==> src/rtl/muldiv_seq_ctrl_if.sv <==
// Bundle between the EX-stage multiply/divide sequencer, its requester and
// the shared ripple-carry adder it borrows once per iteration.
interface muldiv_seq_ctrl_if #(
    parameter int WIDTH = 16
);
    // request side
    logic             start;
    logic             mode;
    logic             flush;
    logic [WIDTH-1:0] a;
    logic [WIDTH-1:0] b;

    // status and result side
    logic             busy;
    logic             done;
    logic             div_zero;
    logic [WIDTH-1:0] hi;
    logic [WIDTH-1:0] lo;

    // shared adder side
    logic [WIDTH-1:0] add_x;
    logic [WIDTH-1:0] add_y;
    logic             add_op;
    logic [WIDTH-1:0] add_s;
    logic             add_co;

    // the pipeline / adder environment around the sequencer
    modport master (
        output start, mode, flush, a, b,
        input  busy, done, div_zero, hi, lo,
        input  add_x, add_y, add_op,
        output add_s, add_co
    );

    // the sequencer itself
    modport slave (
        input  start, mode, flush, a, b,
        output busy, done, div_zero, hi, lo,
        output add_x, add_y, add_op,
        input  add_s, add_co
    );
endinterface

==> src/rtl/muldiv_seq_ctrl.sv <==
// Multi-cycle MULTU / DIVU sequencer for the EX stage. Shift-add multiply and
// restoring divide run over WIDTH iterations using one external adder; the
// result is parked in HI/LO until the next completed operation.
//
// state  | meaning
// -------+---------------------------------------------------------------
// S_IDLE | waiting for start
// S_ITER | one adder iteration per cycle, cnt = 0 .. WIDTH-1
// S_DONE | single-cycle completion, done=1, start accepted for back-to-back
module muldiv_seq_ctrl #(
    parameter int WIDTH = 16
) (
    input  logic              clk,
    input  logic              rst,
    muldiv_seq_ctrl_if.slave  bus
);
    localparam int CW = $clog2(WIDTH) + 1;

    typedef enum logic [1:0] {
        S_IDLE = 2'd0,
        S_ITER = 2'd1,
        S_DONE = 2'd2
    } state_t;

    state_t           state;
    state_t           state_nxt;

    logic [WIDTH-1:0] r_q;
    logic [WIDTH-1:0] q_q;
    logic [WIDTH-1:0] d_q;
    logic [CW-1:0]    cnt;
    logic             mode_q;

    logic [WIDTH-1:0] hi_q;
    logic [WIDTH-1:0] lo_q;
    logic             div_zero_q;

    logic             accept;
    logic             dz_accept;
    logic             last_iter;
    logic [WIDTH-1:0] sh;
    logic             ge;
    logic [WIDTH-1:0] r_nxt;
    logic [WIDTH-1:0] q_nxt;
    logic [WIDTH-1:0] add_x_c;
    logic [WIDTH-1:0] add_y_c;
    logic             add_op_c;

    // Start is only honoured outside ITER and loses to flush; a zero divisor
    // short-circuits straight to DONE.
    always_comb begin
        accept    = 1'b0;
        dz_accept = 1'b0;
        last_iter = 1'b0;
        if (state != S_ITER && bus.start && !bus.flush) begin
            accept    = 1'b1;
            dz_accept = bus.mode && (bus.b == '0);
        end
        if (state == S_ITER && cnt == CW'(WIDTH - 1)) begin
            last_iter = 1'b1;
        end
    end

    // Next-state decode; flush overrides everything except reset.
    always_comb begin
        state_nxt = state;
        case (state)
            S_IDLE: begin
                if (accept) state_nxt = dz_accept ? S_DONE : S_ITER;
            end
            S_ITER: begin
                if (last_iter) state_nxt = S_DONE;
            end
            S_DONE: begin
                if (accept) state_nxt = dz_accept ? S_DONE : S_ITER;
                else        state_nxt = S_IDLE;
            end
            default: state_nxt = S_IDLE;
        endcase
        if (bus.flush) state_nxt = S_IDLE;
    end

    // State register.
    always_ff @(posedge clk) begin
        if (rst) state <= S_IDLE;
        else     state <= state_nxt;
    end

    // Adder operand steering and iteration update. The divide path treats
    // R[MSB] as a 17th sum bit: if it is set the shifted remainder already
    // exceeds any WIDTH-bit divisor.
    always_comb begin
        add_x_c  = '0;
        add_y_c  = '0;
        add_op_c = 1'b0;
        r_nxt    = r_q;
        q_nxt    = q_q;
        sh       = {r_q[WIDTH-2:0], q_q[WIDTH-1]};
        ge       = r_q[WIDTH-1] | bus.add_co;
        if (state == S_ITER) begin
            if (!mode_q) begin
                add_x_c  = r_q;
                add_y_c  = q_q[0] ? d_q : '0;
                add_op_c = 1'b0;
                r_nxt    = {bus.add_co, bus.add_s[WIDTH-1:1]};
                q_nxt    = {bus.add_s[0], q_q[WIDTH-1:1]};
            end else begin
                add_x_c  = sh;
                add_y_c  = ~d_q;
                add_op_c = 1'b1;
                r_nxt    = ge ? bus.add_s : sh;
                q_nxt    = {q_q[WIDTH-2:0], ge};
            end
        end
    end

    // Working registers and the HI/LO result, captured only on entry to DONE.
    always_ff @(posedge clk) begin
        if (rst) begin
            r_q        <= '0;
            q_q        <= '0;
            d_q        <= '0;
            cnt        <= '0;
            mode_q     <= 1'b0;
            hi_q       <= '0;
            lo_q       <= '0;
            div_zero_q <= 1'b0;
        end else if (bus.flush) begin
            cnt        <= cnt;
        end else if (accept) begin
            r_q    <= '0;
            q_q    <= bus.a;
            d_q    <= bus.b;
            cnt    <= '0;
            mode_q <= bus.mode;
            if (dz_accept) begin
                hi_q       <= bus.a;
                lo_q       <= '1;
                div_zero_q <= 1'b1;
            end
        end else if (state == S_ITER) begin
            r_q <= r_nxt;
            q_q <= q_nxt;
            cnt <= cnt + 1'b1;
            if (last_iter) begin
                hi_q       <= r_nxt;
                lo_q       <= q_nxt;
                div_zero_q <= 1'b0;
            end
        end
    end

    assign bus.busy     = (state == S_ITER);
    assign bus.done     = (state == S_DONE);
    assign bus.div_zero = div_zero_q;
    assign bus.hi       = hi_q;
    assign bus.lo       = lo_q;
    assign bus.add_x    = add_x_c;
    assign bus.add_y    = add_y_c;
    assign bus.add_op   = add_op_c;
endmodule

==> src/flat_wrapper.sv <==
// flat-port wrapper written by rule: the top's interface ports become plain ports
module muldiv_seq_ctrl_flat 
#(
    parameter int WIDTH = 16
)
  (clk, rst, bus_start, bus_mode, bus_flush, bus_a, bus_b, bus_busy, bus_done, bus_div_zero, bus_hi, bus_lo, bus_add_x, bus_add_y, bus_add_op, bus_add_s, bus_add_co);
  muldiv_seq_ctrl_if #(.WIDTH(WIDTH)) bus_i ();
  input  logic clk;
  input  logic rst;
  input wire logic [$bits(bus_i.start)-1:0] bus_start;
  input wire logic [$bits(bus_i.mode)-1:0] bus_mode;
  input wire logic [$bits(bus_i.flush)-1:0] bus_flush;
  input wire logic [$bits(bus_i.a)-1:0] bus_a;
  input wire logic [$bits(bus_i.b)-1:0] bus_b;
  output wire logic [$bits(bus_i.busy)-1:0] bus_busy;
  output wire logic [$bits(bus_i.done)-1:0] bus_done;
  output wire logic [$bits(bus_i.div_zero)-1:0] bus_div_zero;
  output wire logic [$bits(bus_i.hi)-1:0] bus_hi;
  output wire logic [$bits(bus_i.lo)-1:0] bus_lo;
  output wire logic [$bits(bus_i.add_x)-1:0] bus_add_x;
  output wire logic [$bits(bus_i.add_y)-1:0] bus_add_y;
  output wire logic [$bits(bus_i.add_op)-1:0] bus_add_op;
  input wire logic [$bits(bus_i.add_s)-1:0] bus_add_s;
  input wire logic [$bits(bus_i.add_co)-1:0] bus_add_co;
  assign bus_i.start = bus_start;
  assign bus_i.mode = bus_mode;
  assign bus_i.flush = bus_flush;
  assign bus_i.a = bus_a;
  assign bus_i.b = bus_b;
  assign bus_busy = bus_i.busy;
  assign bus_done = bus_i.done;
  assign bus_div_zero = bus_i.div_zero;
  assign bus_hi = bus_i.hi;
  assign bus_lo = bus_i.lo;
  assign bus_add_x = bus_i.add_x;
  assign bus_add_y = bus_i.add_y;
  assign bus_add_op = bus_i.add_op;
  assign bus_i.add_s = bus_add_s;
  assign bus_i.add_co = bus_add_co;
  muldiv_seq_ctrl #(.WIDTH(WIDTH)) u_core (.clk(clk), .rst(rst), .bus(bus_i));
endmodule
==> config.mk <==
export PLATFORM = sky130hd
export DESIGN_NAME = muldiv_seq_ctrl_flat
export DESIGN_NICKNAME = d
export VERILOG_FILES = /design/src/rtl/muldiv_seq_ctrl_if.sv /design/src/rtl/muldiv_seq_ctrl.sv /design/src/flat_wrapper.sv
export SDC_FILE = /design/constraint.sdc
export NUM_CORES = 1
export LEC_CHECK = 0
export ABC_CLOCK_PERIOD_IN_PS = 2500
export CELL_PAD_IN_SITES_DETAIL_PLACEMENT = 1
export CELL_PAD_IN_SITES_GLOBAL_PLACEMENT = 1
export CORE_UTILIZATION = 36
export CTS_CLUSTER_SIZE = 24
export DETAILED_ROUTE_END_ITERATION = 12
export GPL_ROUTABILITY_DRIVEN = 0
export PLACE_DENSITY = 0.88
export SYNTH_ARGS = -nofsm -noshare
export SYNTH_HDL_FRONTEND = slang
export SYNTH_SLANG_ARGS = --single-unit
export TNS_END_PERCENT = 1
==> constraint.sdc <==
create_clock -name clk -period 2.5 [get_ports clk]
set_input_delay 0.5 -clock clk [delete_from_list [all_inputs] [get_ports clk]]
set_output_delay 0.5 -clock clk [all_outputs]
set_load 0.02 [all_outputs]
==> results of run 1 <==
## Yosys cell counts, drive strengths merged
master / count
nand2: 104
dfxtp: 89
nor2: 61
mux2i: 60
a21oi: 53
a211oi: 42
clkbuf: 35
inv: 19
nor3: 18
a221oi: 16
buf: 15
o211ai: 15
o221a: 5
mux2: 3
nor2b: 3
nor4: 3
a22oi: 2
and2: 2
ha: 2
nand2b: 2
or4: 2
xor2: 2
a21o: 1
and3: 1
clkinv: 1
nand4: 1
nor3b: 1
nor4b: 1
o21a: 1
o221ai: 1
o32a: 1
## area by class of cell
cell class | count | area [sq um]
flip-flops and latches | 89 | 1790
clock inverters | 2 | 17.5
fillers | 1453 | 5710
repair buffers | 154 | 1570
clock buffers | 14 | 295
multi-input cells | 403 | 2540
inverters | 20 | 77.6
well taps | 168 | 210
## what timing repair did
item	in CTS	in global routing
cloned	0	1
endpoints found under the hold margin	0	0
gates resized for setup	17	17
endpoints found under the setup margin	20	20
## sequential cells by signal, indices dropped and copies added, names as in the netlist
signal,cells
u_core.bus.div_zero,1
u_core.bus.hi,16
u_core.bus.lo,16
u_core.cnt,5
u_core.d_q,16
u_core.mode_q,1
u_core.q_q,16
u_core.r_q,16
u_core.state,2
## logic make-up (layout without fill, tap and decap cells)
kind of cell             count (synthesis)  in the layout  synth area share [%]
buffers and inverters                   70            190                  6.56
adder cells (fa/ha/maj)                  2              2                 0.544
multiplexers                            63             63                  13.8
XOR/XNOR                                 2              2                 0.381
flip-flops                              89             89                  38.7
AND/OR/NAND/NOR                        199            199                  18.2
AO/OA/AOI/OAI                          137            137                  21.8
## where the power goes
| group | internal, W | switching (W) |
|---|---|---|
| Sequential | 0.00145 | 0.0000404 |
| Clock | 0.000821 | 0.000575 |
| Combinational | 0.000215 | 0.000269 |
| Total | 0.00249 | 0.000884 |
## per-stage QoR
step / cells / TNS, ns / cell area, sq um / setup WS (ns)
after floorplan: 562 / 0 / 4600 / 0.274
after global placement: 833 / -2.65 / 6120 / -0.157
after detailed placement: 833 / -4.88 / 6120 / -0.273
after CTS: 849 / 0 / 6420 / 0.000275
after global routing: 850 / 0 / 6500 / 0.00715
final: 850 / 0 / 6500 / 0.0507
## worst min-delay path by stage
stage / from / to / depth (start not counted)
after floorplan: u_core.q_q[10] / u_core.q_q[10] / 2
after global placement: u_core.bus.hi[13] / u_core.bus.hi[13] / 2
after detailed placement: u_core.bus.hi[6] / u_core.bus.hi[6] / 2
after CTS: u_core.q_q[2] / u_core.q_q[2] / 2
after global routing: u_core.d_q[5] / u_core.d_q[5] / 2
final: u_core.q_q[2] / u_core.q_q[2] / 2
## critical path: stages, from the launching register on
cell and delay [ns]:
dfxtp_4 0.53, buf_16 0.23, mux2i_1 0.23, nor2_1 0.06, clkdlybuf4s50_1 0.55
## per-layer routing
layer | vias up | track usage (%)
met5 | - | 0
met4 | 0 | 10.9
met3 | 40 | 3.85
met2 | 156 | 44.6
met1 | 2300 | 32.1
li1 | 2224 | -
==> run_results.csv, run 1 <==
group,metric,value,unit
run_status,status,"complete, no violations",
sta,hold_viol,0,
setup_path,crit_path_start_kind,"flop",
setup_path,rr_endpoint,"u_core.bus.hi[6]",
sta,worst_clock_skew,0.00505,ns
floorplan,chipWidth,115,microns
clock_tree,hold_buffers,0,
sta,period_needed,2.45,ns
pwr,cellPowerDensity,519,nW/um^2
global_route,gr-total-overflow,0,
final_layout,area_delta_synth_final,41.4,%
final_layout,final_cell_mix,"104 x nand2_1, 94 x clkdlybuf4s50_1, 87 x dfxtp_1, 60 x mux2i_1, 59 x nor2_1",
clock_tree,cts_tree,"yes",
setup_path,required,2.00,ns
floorplan,die_y,115,microns
setup_path,cp-end-kind,"output pin",
final_layout,layout.nets,733,
setup_path,reg2regPathDepth,7,
clock_tree,cts_root_buf,"clkbuf_16",
global_route,grt_pass1_vias,5021,
routing,route.top_layer_used,"met4",
setup_path,critPathLaunch,"u_core.mode_q",
synth,ys_seq_elements,89,
final_layout,final_common_cell,"nand2_1",
synth,syn_nets,618,
synth,synth_area_leader_cell,"dfxtp_1",
min_path,min-delay-path-class,"flop to flop",
clock_tree,cts_made_buffers,9,
routing,met1Wirelength,7.14,mm
sta,clock.fmax,408,MHz
sta,max-slew-margin-rel,61.5,%
sta,fin_hold_ws,0.473,ns
setup_path,crit_fanout,24,
sta,report.final.slew_viol_count,0,
routing,first_pass_iters,4,
global_route,grt_usage,25.8,%
pwr,finalPower,0.00337,W
run,maxCapViolations,0,
sta,rsz0062_at_grt,"no",
global_route,grt_pass1_wl,26.2,mm
clock_tree,post_cts_buffers,0,
final_layout,drive_gt1_share,11.3,%
synth,syn_area,4600,sq um
clock_tree,insertion_delay,0.35,ns
final_layout,diodes,0,
pwr,vdd_ir_drop_max,0.303,mV
floorplan,core,12200,sq um
routing,vias,4720,
routing,met2_length,8.39,mm
synth,ys_types,39,
setup_path,path_class,"flop to output pin",
routing,route.met3.wl,776,microns
global_route,grt_max_degree,54,
routing,avgViaCountPerCell,5.55,
setup_path,critPathCapture,"bus_add_x[2]",
synth,synthCells,562,
routing,drc_errors,0,
placement,hpwlAfterDp,11.9,mm
floorplan,start_util,37.7,%
routing,drt_iter0_drc,287,
setup_path,arrival,1.95,ns
synth,yosys_warnings,0,
final_layout,final_util,53.2,%
synth,netlist_top_cells_area,"dfxtp_1 39%, mux2i_1 13%, nand2_1 8.5%",
clock_tree,clk_pin_slew,0.06,ns
clock_tree,cts.sinks,89,
routing,drt_wl_total,16.8,mm
clock_tree,htreeDepth,3,
global_route,antenna_found_initial,0,
floorplan,top_level_ports,122,
sta,worstMarginPinSlew,0.573,ns
placement,portBuffers,121,
sta,setup_viol,0,
clock_tree,clockBufferDepth,2,
sta,period_share,98.0,%
floorplan,rows,40,
floorplan,die_area,13200,sq um
routing,avgRoutedWirePerCell,19.8,microns
setup_path,worst-r2r-setup-slack,0.36,ns
pwr,p_leak,2.49,nW
synth,ys_seq_area_share,38.7,%
synth,syn_area_per_cell,8.18,sq um
setup_path,r2r-start,"u_core.cnt[0]",
synth,synth_top_area_share,38.7,%
routing,postRouteAntennaNets,0,
Note: power is estimated with default switching activity, not from simulation.
==> run 2: changes to the inputs <==
--- a/config.mk
+++ b/config.mk
@@ -16,4 +16,3 @@
 export SYNTH_ARGS = -nofsm -noshare
 export SYNTH_HDL_FRONTEND = slang
 export SYNTH_SLANG_ARGS = --single-unit
-export TNS_END_PERCENT = 1
==> run 2 against run 1 <==
Compared with the run above:
- clock skew grew 0.00069 ns
- combinational power grew 1%
- critical path type is now input port to flop
- non-clock buffer count grew 1
- wire length grew 0.64%
- die area is the same
- clock power is essentially flat
- setup slack gained 0.0048 ns
==> run_results.csv, run 2 (synthesized netlist as in run 1, its figures left out) <==
group,metric,value,unit
global_route,gr-total-overflow,0,
setup_path,rr_endpoint,"u_core.bus.hi[6]",
setup_path,reg2regPathDepth,7,
sta,hold_viol,0,
sta,setup_viol,0,
routing,avgViaCountPerCell,5.54,
sta,worstMarginPinSlew,0.591,ns
min_path,hp-start,"u_core.q_q[2]",
clock_tree,cts_made_buffers,9,
floorplan,die_y,115,microns
floorplan,start_util,37.7,%
routing,avgRoutedWirePerCell,19.9,microns
global_route,antenna_found_initial,0,
run_status,status,"complete, no violations",
routing,first_pass_iters,6,
floorplan,rows,40,
global_route,grt_usage,26.3,%
sta,setup_ws,0.0555,ns
clock_tree,insertion_delay,0.35,ns
clock_tree,htreeDepth,3,
min_path,min-delay-path-class,"flop to flop",
setup_path,r2r-start,"u_core.cnt[0]",
floorplan,die_area,13200,sq um
final_layout,drive_gt1_share,11.4,%
final_layout,final_area,6490,sq um
sta,clock.fmax,409,MHz
pwr,vdd_ir_drop_max,0.304,mV
sta,max-slew-margin-rel,60.3,%
clock_tree,hold_buffers,0,
global_route,grt_pass1_vias,5057,
clock_tree,clk_pin_slew,0.06,ns
setup_path,crit_path_start_kind,"input port",
clock_tree,clockBufferDepth,2,
global_route,grt_max_degree,54,
sta,period_share,97.8,%
clock_tree,cts.sinks,89,
run,maxCapViolations,0,
routing,vias,4711,
placement,portBuffers,121,
placement,dp_slack,-0.273,ns
sta,period_needed,2.44,ns
sta,rsz0062_at_grt,"no",
routing,drt_wl_total,16.9,mm
final_layout,layout.nets,734,
pwr,p_leak,2.28,nW
global_route,grt_pass1_wl,26.6,mm
setup_path,worst-r2r-setup-slack,0.36,ns
routing,drt_iter0_drc,321,
sta,report.final.slew_viol_count,0,
setup_path,crit_fanout,17,
routing,postRouteAntennaNets,0,
setup_path,cp-end-kind,"flop",
sta,worst_clock_skew,0.00575,ns
floorplan,chipWidth,115,microns
placement,dpl_cell_area,6120,sq um
clock_tree,cts_tree,"yes",
floorplan,top_level_ports,122,
floorplan,core,12200,sq um
sta,fin_tns_setup,0,ns
setup_path,arrival,2.67,ns
placement,hpwlAfterDp,11.9,mm
final_layout,area_delta_synth_final,41.1,%
final_layout,final_cell_mix,"109 x clkdlybuf4s50_1, 104 x nand2_1, 87 x dfxtp_1, 60 x mux2i_1, 59 x nor2_1",
final_layout,final_common_cell,"clkdlybuf4s50_1",
clock_tree,cts_root_buf,"clkbuf_16",
routing,drc_errors,0,
sta,fin_hold_ws,0.475,ns
min_path,hold_depth,2,
setup_path,required,2.73,ns
final_layout,diodes,0,
setup_path,path_class,"input port to flop",
min_path,hold_end,"u_core.q_q[2]",
pwr,cellPowerDensity,521,nW/um^2
-- run 2: cell count changes in the layout (fill, tap and decap cells not counted) --
| cell | change |
|---|---|
| buf_4 | +1 |
| bufbuf_16 | +1 |
| buf_16 | -1 |
| clkbuf_16 | -1 |
| buf_12 | +1 |
| clkdlybuf4s50_1 | +15 |
| dlygate4sd2_1 | -5 |
| dlymetal6s2s_1 | -10 |
-- run 2: how the worst max path moves through the flow --
stage                       start                 to  slack (ns)
global placement         bus_b[4]   u_core.bus.hi[2]       -0.16
CTS                 u_core.mode_q      bus_add_x[15]       0.002
detailed placement      bus_b[13]   u_core.bus.hi[4]       -0.27
floorplan           u_core.mode_q      bus_add_x[10]        0.27
finish                  bus_b[13]  u_core.bus.hi[15]        0.06
global route        u_core.q_q[0]       bus_add_y[3]       0.001
-- run 2: critical path: stages --
cell	delay, ns
clkdlybuf4s50_1	0.45
or4_4	0.59
or4_1	0.55
buf_6	0.21
a221oi_1	0.28
a211oi_1	0.09
-- run 2: cell type report --
cell class	count	area, sq um
clock buffer	14	295
sequential	89	1790
clock inverter	2	17.5
inverter	20	77.6
tap	168	210
multi-input combinational	403	2540
fill	1452	5720
timing repair buffer	155	1560
-- run 2: repair_timing --
| item | in CTS | in global routing |
|---|---|---|
| cloned | 1 | 0 |
| buffers inserted | 0 | 1 |
| endpoints found under the setup margin | 20 | 20 |
| resized for setup | 12 | 6 |
-- run 2: power by group --
group          switching (W)  internal (W)  leakage (nW)
Sequential         0.0000378       0.00145         0.723
Combinational       0.000272      0.000218          1.41
Clock               0.000576      0.000821         0.154
Total               0.000886       0.00249          2.28
-- run 2: metrics by stage --
step,util (%),instances,power [W]
finish,53.1,851,0.00338
CTS,52.9,850,0.00338
floorplan,-,562,0.00176
global placement,50.1,833,0.00197
detailed placement,50.1,833,0.00199
global route,53.1,851,0.00350
-- run 2: routing by layer --
layer	track usage, %	wire length [microns]	up-vias
met2	45.7	8410	154
li1	-	-	2225
met5	0	0	-
met1	32.3	7180	2299
met3	4.06	832	33
met4	11.4	480	0
